File: src/rtl/fpu_pkg.sv
// fpu_pkg: shared definitions for the FP sequencer.
//   OP_FP opcode, funct7 decode constants, FPU operation codes,
//   rounding-mode encodings and the sequencer state type.
package fpu_pkg;

   localparam logic [6:0] OP_FP = 7'b1010011;

   localparam logic [6:0] F7_ADD    = 7'b0000000;
   localparam logic [6:0] F7_SUB    = 7'b0000100;
   localparam logic [6:0] F7_MUL    = 7'b0001000;
   localparam logic [6:0] F7_DIV    = 7'b0001100;
   localparam logic [6:0] F7_SQRT   = 7'b0101100;
   localparam logic [6:0] F7_MINMAX = 7'b0010100;
   localparam logic [6:0] F7_CMP    = 7'b1010000;

   typedef enum logic [3:0] {
      OP_ADD  = 4'd0,
      OP_SUB  = 4'd1,
      OP_MUL  = 4'd2,
      OP_DIV  = 4'd3,
      OP_SQRT = 4'd4,
      OP_MIN  = 4'd5,
      OP_MAX  = 4'd6,
      OP_EQ   = 4'd7,
      OP_LT   = 4'd8,
      OP_LE   = 4'd9
   } fpu_op_e;

   localparam logic [2:0] RM_RNE = 3'b000;
   localparam logic [2:0] RM_RTZ = 3'b001;
   localparam logic [2:0] RM_RDN = 3'b010;
   localparam logic [2:0] RM_RUP = 3'b011;
   localparam logic [2:0] RM_RMM = 3'b100;
   localparam logic [2:0] RM_DYN = 3'b111;

   typedef enum logic [2:0] {
      ST_IDLE  = 3'd0,
      ST_ISSUE = 3'd1,
      ST_WAIT  = 3'd2,
      ST_WB    = 3'd3,
      ST_ABORT = 3'd4
   } fsm_state_e;

   // Compares write the integer regfile; everything else targets the FP regfile.
   function automatic logic is_int_dst(fpu_op_e op);
      return (op >= OP_EQ);
   endfunction

endpackage

File: src/rtl/fpu_dec.sv
// fpu_dec: combinational OP-FP decoder.
//   inputs : opcode, funct7, funct3, rs2 fields of the decode-stage
//            instruction, frm_i (dynamic rounding mode)
//   outputs: is_opfp_o (opcode matches OP-FP), legal_o (supported encoding),
//            op_o, rm_o (resolved rounding mode), int_dst_o
module fpu_dec
   import fpu_pkg::*;
(
   input  logic [6:0] opcode_i,
   input  logic [6:0] funct7_i,
   input  logic [2:0] funct3_i,
   input  logic [4:0] rs2_i,
   input  logic [2:0] frm_i,
   output logic       is_opfp_o,
   output logic       legal_o,
   output fpu_op_e    op_o,
   output logic [2:0] rm_o,
   output logic       int_dst_o
);

   logic       known;
   logic       arith;
   logic [2:0] rm_res;

   always_comb begin
      op_o   = OP_ADD;
      known  = 1'b0;
      arith  = 1'b0;
      case (funct7_i)
         F7_ADD:  begin op_o = OP_ADD;  known = 1'b1; arith = 1'b1; end
         F7_SUB:  begin op_o = OP_SUB;  known = 1'b1; arith = 1'b1; end
         F7_MUL:  begin op_o = OP_MUL;  known = 1'b1; arith = 1'b1; end
         F7_DIV:  begin op_o = OP_DIV;  known = 1'b1; arith = 1'b1; end
         F7_SQRT: begin op_o = OP_SQRT; known = (rs2_i == 5'd0); arith = 1'b1; end
         F7_MINMAX: begin
            case (funct3_i)
               3'b000:  begin op_o = OP_MIN; known = 1'b1; end
               3'b001:  begin op_o = OP_MAX; known = 1'b1; end
               default: ;
            endcase
         end
         F7_CMP: begin
            case (funct3_i)
               3'b010:  begin op_o = OP_EQ; known = 1'b1; end
               3'b001:  begin op_o = OP_LT; known = 1'b1; end
               3'b000:  begin op_o = OP_LE; known = 1'b1; end
               default: ;
            endcase
         end
         default: ;
      endcase

      // funct3 doubles as the static rounding mode for arithmetic ops;
      // a reserved mode (either static or via frm) makes the op illegal.
      rm_res    = (funct3_i == RM_DYN) ? frm_i : funct3_i;
      rm_o      = arith ? rm_res : RM_RNE;
      is_opfp_o = (opcode_i == OP_FP);
      legal_o   = is_opfp_o && known && !(arith && (rm_res > RM_RMM));
      int_dst_o = is_int_dst(op_o);
   end

endmodule

File: src/rtl/fpu_seq_ctrl.sv
// fpu_seq_ctrl: multi-cycle sequencer issuing OP-FP instructions to the FPU.
//   clk_i, rst_ni        : clock, async active-low reset
//   inst_i, inst_vld_i   : decode-stage instruction and valid
//   frm_i                : dynamic rounding mode
//   flush_i              : kill in-flight op / suppress acceptance
//   fflags_clr_i         : clear sticky flags
//   fpu_ready_i/done_i   : FPU start acceptance / result pulse
//   fpu_exc_i            : exceptions, valid with fpu_done_i
//   stall_o              : hold PC/IF/ID
//   fpu_start_o, fpu_op_o, fpu_rm_o, fpu_kill_o : FPU request side
//   frd_wren_o, rd_wren_o, rd_addr_o            : regfile writeback
//   fflags_o             : sticky NV,DZ,OF,UF,NX
//   illegal_o, err_o     : unsupported encoding / timeout pulses
//
// state    | meaning
// ---------+-----------------------------------------------------------
// ST_IDLE  | waiting for a legal OP-FP instruction
// ST_ISSUE | fpu_start_o held until fpu_ready_i
// ST_WAIT  | waiting for fpu_done_i, timeout down-counter running
// ST_WB    | one-cycle regfile write and fflags accumulate
// ST_ABORT | one-cycle timeout abort: kill FPU, raise err_o
module fpu_seq_ctrl
   import fpu_pkg::*;
#(
   parameter int TIMEOUT_CYC = 64,
   parameter int CNT_W       = $clog2(TIMEOUT_CYC)
) (
   input  logic        clk_i,
   input  logic        rst_ni,
   input  logic [31:0] inst_i,
   input  logic        inst_vld_i,
   input  logic [2:0]  frm_i,
   input  logic        flush_i,
   input  logic        fflags_clr_i,
   input  logic        fpu_ready_i,
   input  logic        fpu_done_i,
   input  logic [4:0]  fpu_exc_i,
   output logic        stall_o,
   output logic        fpu_start_o,
   output logic [3:0]  fpu_op_o,
   output logic [2:0]  fpu_rm_o,
   output logic        fpu_kill_o,
   output logic        frd_wren_o,
   output logic        rd_wren_o,
   output logic [4:0]  rd_addr_o,
   output logic [4:0]  fflags_o,
   output logic        illegal_o,
   output logic        err_o
);

   localparam logic [CNT_W-1:0] CNT_LOAD = CNT_W'(TIMEOUT_CYC - 1);

   fsm_state_e       state_q;
   fpu_op_e          op_q;
   logic [2:0]       rm_q;
   logic [4:0]       rd_q;
   logic             int_dst_q;
   logic [4:0]       exc_q;
   logic [4:0]       fflags_q;
   logic [CNT_W-1:0] cnt_q;

   logic             dec_opfp;
   logic             dec_legal;
   fpu_op_e          dec_op;
   logic [2:0]       dec_rm;
   logic             dec_int_dst;
   logic             accept;
   logic             in_flight;
   logic             unused_rs1;

   // rs1 carries no sequencing information.
   assign unused_rs1 = ^inst_i[19:15];

   fpu_dec u_dec (
      .opcode_i  (inst_i[6:0]),
      .funct7_i  (inst_i[31:25]),
      .funct3_i  (inst_i[14:12]),
      .rs2_i     (inst_i[24:20]),
      .frm_i     (frm_i),
      .is_opfp_o (dec_opfp),
      .legal_o   (dec_legal),
      .op_o      (dec_op),
      .rm_o      (dec_rm),
      .int_dst_o (dec_int_dst)
   );

   assign accept    = (state_q == ST_IDLE) && inst_vld_i && dec_legal && !flush_i;
   assign in_flight = (state_q == ST_ISSUE) || (state_q == ST_WAIT);

   // Acceptance stalls in the same cycle so the instruction is held in ID.
   assign stall_o     = accept || in_flight;
   assign illegal_o   = (state_q == ST_IDLE) && inst_vld_i && dec_opfp && !dec_legal && !flush_i;
   assign fpu_start_o = (state_q == ST_ISSUE);
   assign fpu_kill_o  = (state_q == ST_ABORT) || (in_flight && flush_i);
   assign err_o       = (state_q == ST_ABORT);
   assign frd_wren_o  = (state_q == ST_WB) && !int_dst_q;
   assign rd_wren_o   = (state_q == ST_WB) && int_dst_q;
   assign fpu_op_o    = op_q;
   assign fpu_rm_o    = rm_q;
   assign rd_addr_o   = rd_q;
   assign fflags_o    = fflags_q;

   always_ff @(posedge clk_i or negedge rst_ni) begin
      if (!rst_ni) begin
         state_q   <= ST_IDLE;
         op_q      <= OP_ADD;
         rm_q      <= RM_RNE;
         rd_q      <= 5'd0;
         int_dst_q <= 1'b0;
         exc_q     <= 5'd0;
         fflags_q  <= 5'd0;
         cnt_q     <= '0;
      end else begin
         case (state_q)
            ST_IDLE: begin
               if (accept) begin
                  op_q      <= dec_op;
                  rm_q      <= dec_rm;
                  rd_q      <= inst_i[11:7];
                  int_dst_q <= dec_int_dst;
                  state_q   <= ST_ISSUE;
               end
            end
            ST_ISSUE: begin
               if (flush_i) begin
                  state_q <= ST_IDLE;
               end else if (fpu_ready_i) begin
                  cnt_q   <= CNT_LOAD;
                  state_q <= ST_WAIT;
               end
            end
            ST_WAIT: begin
               // Priority: flush, then done, then timeout terminal count.
               if (flush_i) begin
                  state_q <= ST_IDLE;
               end else if (fpu_done_i) begin
                  exc_q   <= fpu_exc_i;
                  state_q <= ST_WB;
               end else if (cnt_q == '0) begin
                  state_q <= ST_ABORT;
               end else begin
                  cnt_q <= cnt_q - 1'b1;
               end
            end
            ST_WB:    state_q <= ST_IDLE;
            ST_ABORT: state_q <= ST_IDLE;
            default:  state_q <= ST_IDLE;
         endcase

         // Clear takes effect before the writeback OR.
         if (state_q == ST_WB) begin
            fflags_q <= (fflags_clr_i ? 5'd0 : fflags_q) | exc_q;
         end else if (fflags_clr_i) begin
            fflags_q <= 5'd0;
         end
      end
   end

endmodule
File: config.mk
export PLATFORM = sky130hd
export DESIGN_NAME = fpu_seq_ctrl
export DESIGN_NICKNAME = d
export VERILOG_FILES = /design/src/rtl/fpu_pkg.sv /design/src/rtl/fpu_dec.sv /design/src/rtl/fpu_seq_ctrl.sv
export SDC_FILE = /design/constraint.sdc
export NUM_CORES = 1
export LEC_CHECK = 0
export ABC_AREA = 1
export ABC_CLOCK_PERIOD_IN_PS = 1500
export BUFFER_PORTS_ARGS = -buffer_cell sky130_fd_sc_hd__buf_2
export CORE_ASPECT_RATIO = 0.8
export CORE_MARGIN = 5
export CORE_UTILIZATION = 45
export DETAILED_ROUTE_END_ITERATION = 7
export GPL_ROUTABILITY_DRIVEN = 1
export PLACE_DENSITY_LB_ADDON = 0.08
export SLEW_MARGIN = 10
export SYNTH_ARGS = -nofsm -noshare
export SYNTH_HDL_FRONTEND = slang
export SYNTH_HIERARCHICAL = 1
export SYNTH_SLANG_ARGS = --single-unit
File: constraint.sdc
create_clock -name clk_i -period 1.5 [get_ports clk_i]
set_input_delay 0.225 -clock clk_i [delete_from_list [all_inputs] [get_ports clk_i]]
set_output_delay 0.225 -clock clk_i [all_outputs]
set_load 0.01 [all_outputs]
Yosys cells after proc, flatten, opt, wreduce, memory -nomap -nowiden
Index checks and enable logic that the tools add are counted.

storage, ports and cells
  register bits after elaboration = 32
  input bits = 47
  output and inout bits = 24
  logic and storage cells = 92

cells by class
  add/subtract/negate cells = 1
  magnitude comparators = 2
  equality and inequality tests = 22
  muxes and demuxes = 24
  bitwise gates (word level) = 2
  reductions and logical operators = 33

operators by type and width
  kind                                                                   number
  6-bit 2-to-1 mux                                                       5
  3-bit 2-to-1 mux                                                       8
  4-bit one-hot mux with 6 select lines                                  1
  7-bit by 4-bit equality test with 1-bit output, second input constant  2
  7-bit equality test, second input constant                             2
  1-bit logical AND                                                      12
  2-bit inequality test, second input constant                           6
  4-bit one-hot mux with 3 select lines                                  1
  6-bit one-hot mux with 2 select lines                                  1
  5-bit 2-to-1 mux                                                       2
  3-bit by 2-bit equality test with 1-bit output, second input constant  3
  3-bit one-hot mux with 3 select lines                                  1
  7-bit by 3-bit equality test with 1-bit output, second input constant  1
  7-bit by 5-bit equality test with 1-bit output, second input constant  1
  7-bit by 6-bit equality test with 1-bit output, second input constant  1
  7-bit logical NOT                                                      1
  3-bit by 1-bit equality test with 1-bit output, second input constant  2
  3-bit equality test, second input constant                             2
  3-bit logical NOT                                                      2
  6-bit logical NOT                                                      1
  3-bit one-hot mux with 2 select lines                                  1
  3-bit AND reduction                                                    2
  6-bit AND reduction                                                    1
  6-bit by 1-bit subtractor with 6-bit output, second input constant     1
  other kinds (17)                                                       24

Depth between registers and ports, before layout
  word-level depth = 10
  depth in mapped cells = 13
  gate-level depth less buffers = 13

By module
Netlist, hierarchy kept.

modules (own cells, without submodules)
  module        times used  cells each  area each (µm²)  sequential area each (µm²)
  fpu_seq_ctrl  1           192         1,624.1          800.8
  fpu_dec       1           68          349.1            0.0

Worst setup path after synthesis
No wires, ideal clock.

  path kind = input -> output
  start = input port inst_i[30]
  end = output port stall_o
  data arrival time = 1.438 ns
  data required time = 1.275 ns
  slack = -0.163 ns
  stages on the path = 12
  path buffers = 1
  path through = inv_1 > nand2_1 > nor2_1 > nand3_2 > nand2_1 > inv_1 > nand2_1 > nand2_1 > nor2_1 > nand4_4 > buf_6 > nand3_1

on the way
  cells in the longest elaborated chain, start to end = 9
  elaborated cells between the ends (all ways) = 18
  those cells by class = eq/ne (6); mux (2); reduce/logical (10)

RTL lines
  what                                                                    line                text
  start, declared                                                         fpu_seq_ctrl.sv:30  input logic [31:0] inst_i,
  7-bit by 3-bit equality test with 1-bit output (tied with other cells)  fpu_dec.sv:29       case (funct7_i)
  5-bit OR reduction (no line)                                            --
  1-bit 2-to-1 mux                                                        fpu_dec.sv:29
  1-bit logical AND                                                       fpu_dec.sv:58       legal_o = is_opfp_o && known && !(arith && (rm_res > RM_RMM));
  1-bit logical NOT                                                       fpu_dec.sv:58
  1-bit logical AND (*)                                                   fpu_dec.sv:58
  net dec_legal                                                           fpu_seq_ctrl.sv:63  logic dec_legal;
  1-bit logical AND (*) (2 in a row)                                      fpu_seq_ctrl.sv:87  assign accept = (state_q == ST_IDLE) && inst_vld_i && dec_legal && !flush_i;
  1-bit logical OR (*)                                                    fpu_seq_ctrl.sv:91  assign stall_o = accept || in_flight;
  end, declared                                                           fpu_seq_ctrl.sv:38  output logic stall_o,

The timed path passes the listed nets; every way through them passes the cells marked *.

Worst setup path after layout
  start = input port inst_i[25]
  end = output port stall_o

Same word-level chain as after synthesis.

==> results.md <==
* Register area share after synthesis at 40.6%
* Cell type with the largest total area after synthesis: dfrtp_1
* Number of port buffers at 65
* Worst R2R Path Depth at 9
* Starting Density at 46.9%
* Failing checks: negative setup slack
* Drt first pass iters at 4
* CP top delay family: simple AND/OR/NAND/NOR gates
* CTS clock-pin slew for the worst setup and hold paths at 0.07 ns
* CP endpoint kind: output pin
* Final Cell Area at 3100 sq um
* CP Max Fanout at 3
* Max clock buf depth at 2
* FF/Latch Area at 803 sq um
* Area of the multi-input gates at 1100 sq um
* Share of the synthesized area in the top cell type at 40.6%
* Unique cell type count in the Yosys netlist at 31
* Post-synth EDFFs at 0
* Post-synth ARST share at 100%
* Startpoint Class: input pin
* Clock latency at the later pin of the worst-skew pair at 0.27 ns
* Ports at 71
* Vias in the first global route at 1991
* Largest net degree at the start of global routing at 25
* Syn Std Cell Area at 1970 sq um
* Via count at 2082
* Placed Cells at 397
* HP Class: input pin to register
* Unrepaired setup endpoints after global routing: yes
* Via/cell ratio at 4.80
* Total CTS buffers at 5
* Antenna Nets Post-Route at 0
* Slew headroom at 72.7%
* Slew @ Worst Pin at 0.410 ns
* Leakage power at 1.64 nW
* Status: complete, but fails checks
* Die W at 84.0 um
* Syn_nets at 309
* Final setup viols at 16
* Fmax at 620 MHz
* Critical path class: input pin to output pin
* Area grow syn2layout at 57.3%
* WL final at 5350 um
* R2R setup slack at -0.04 ns
* Initial antenna violation count at 0
* Pwr/cell area at 899 nW/um^2
* Area contributors post-synth: dfrtp_1 41%, nand2_1 12%, inv_1 9.3%
* Tmin final at 1.61 ns
* Final Hold Fails at 0
* R2r startpoint: state_q[1]
* Fin crit share at 108%
* Synth warn at 6
* Worst Hold Endpoint: exc_q[1]
* DRT iter0 DRCs at 41
* Max Cap Violations at 0
* Worst hold start: fpu_exc_i[1]
* Clock Skew at 0.00534 ns
* Drt drc at 0
* Congestion Overflow GR at 0
* H-tree depth at 2
* Required time worst endpoint at 1.27 ns
* Die ar. at 5820 sq um
* Hold Path Stages at 3
* All-Layer GR Usage at 17.9%
* Critical path cell sequence: buf_6, nor2_4, nand2_2, nor2_4, nand2_2, nand2_1, inv_1, nand2_1, nand2_2, nor2_4, nand4_4, nand3_4, buf_6
* VDD IR max at 695 uV
* Core ar. at 4200 sq um
* Register bit total from synthesis at 32
* Syn avg cell area at 7.59 sq um
* Routability cong. at 0.797
* Final worst setup slack at -0.113 ns
* DP HPWL at 3550 um
* Die H at 69.2 um
* Commonest register cell after synthesis: dfrtp_1
* WP depth at 13
* CP peak stage delay at 0.16 ns
* Post-Synthesis Cells at 260
* First-pass GRT wire length at 8650 um
* CP arrival at 1.39 ns
* CP bufs+invs at 3
* CTS Sinks at 32
* CTS root buf: clkbuf_8
* Fin nets at 425
* Final Max Tran Viols at 0
* Rows at 21
* Drt wl/cell at 12.3 um
* Ratio of cells with drive above 1 in the final layout at 49.3%
* Final non-filler cell total at 434
* Crit-path slowest cell: nor2_4
* ANT cells at 0
* DP Area at 2520 sq um
* CTS tree: yes
* Fillers at 345
* RR Endpoint: fpu_op_o[2]
==> timing repair <==
action                                  in CTS  in global routing
endpoints found under the setup margin       4                 31
hold buffers                                 1                  0
gates cloned                                 0                  3
buffers inserted                            19                  8
pin swaps                                   20                 20
hold endpoints to repair                    15                  0
gates resized for setup                     31                 24
==> synth_stat cells (2+ instances only) <==
cell,n
nand2_2,5
o211ai_1,2
buf_6,2
inv_1,49
nor2_4,3
nand4_1,7
dfrtp_1,32
o22ai_1,5
nand2_1,63
nand3b_1,2
nand3_1,18
o21ai_1,5
inv_2,6
nor2_2,6
a31oi_1,2
ha_1,2
o21ai_2,12
nand3_2,3
a21oi_1,3
nor2_1,20
o21ai_0,3
==> worst reg2reg max path, stage by stage, from the launching register on <==
cell       delay (ns)
dfrtp_2          0.45
inv_2            0.08
nand2_4          0.05
nor2_4           0.15
nand4_4          0.14
buf_4            0.17
buf_6            0.13
clkbuf_16        0.16
nand2_1          0.06
o21ai_2          0.05
==> per-layer routing <==
metal / wire (um) / track usage, %
met3: 354 / 4.51
met5: 0 / 0
met1: 2410 / 24.0
met4: 57 / 4.29
met2: 2530 / 28.9
==> sequential cells by signal, indices dropped and copies added, names as in the netlist <==
name and flops:
cnt_q 6, exc_q 5, fflags_o 5, rd_addr_o 5
fpu_op_o 4, fpu_rm_o 3, state_q 3, int_dst_q 1
==> kinds of logic (layout without fill, tap and decap cells) <==
| kind of cell | after synthesis | in the layout | synth area share [%] |
|---|---|---|---|
| XOR/XNOR | 1 | 1 | 0.444 |
| adder cells (fa/ha/maj) | 2 | 2 | 1.27 |
| flip-flops | 32 | 32 | 40.6 |
| AO/OA/AOI/OAI | 33 | 33 | 11.5 |
| buffers and inverters | 58 | 175 | 12.0 |
| AND/OR/NAND/NOR | 134 | 134 | 34.2 |
==> worst max-delay path by stage <==
stage               slack (ns)          end  startpoint
floorplan                -0.04      stall_o  inst_i[26]
CTS                      -0.12      stall_o  inst_i[25]
finish                   -0.11      stall_o  inst_i[25]
global route             -0.25      stall_o  inst_i[30]
detailed placement       -0.23  fpu_rm_o[2]  inst_i[26]
global placement         -0.21  fpu_op_o[0]  inst_i[26]
==> report_power, final <==
group | switching [mW] | internal, mW
Combinational | 0.492 | 0.408
Clock | 0.315 | 0.493
Sequential | 0.0958 | 0.988
==> placed cells by master, fill, tap and decap left out, drive strengths merged, types with 4 or more instances in the layout <==
cell type  netlist  layout
nand4            8       8
nor2            29      29
o21ai           20      20
inv             55      55
a21oi            4       4
nand2           69      69
clkbuf           0       8
o22ai            5       5
buf              3     109
nand3           21      21
dfrtp           32      32
==> per-stage QoR <==
step | total power, mW | setup TNS [ns] | util, % | hold slack (ns) | setup WS, ns
finish | 2.79 | -1.28 | 73.8 | 0.164 | -0.113
CTS | 2.70 | -1.24 | 68.9 | 0.160 | -0.123
floorplan | 1.55 | -0.0416 | - | -0.0706 | -0.0416
detailed placement | 1.80 | -3.78 | 60.0 | 0.178 | -0.234
global route | 2.98 | -3.22 | 73.8 | 0.163 | -0.248
global placement | 1.78 | -3.49 | 60.0 | 0.177 | -0.210
==> cell type report <==
| class | instances | share of cell area [%] |
|---|---|---|
| repair buffers | 112 | 26.4 |
| clock inverters | 2 | 1.13 |
| multi-input cells | 170 | 35.3 |
| well taps | 57 | 2.30 |
| clock buffers | 6 | 2.34 |
| flip-flops and latches | 32 | 25.9 |
| inverters | 55 | 6.65 |
Power figures use the tool's default switching activity.
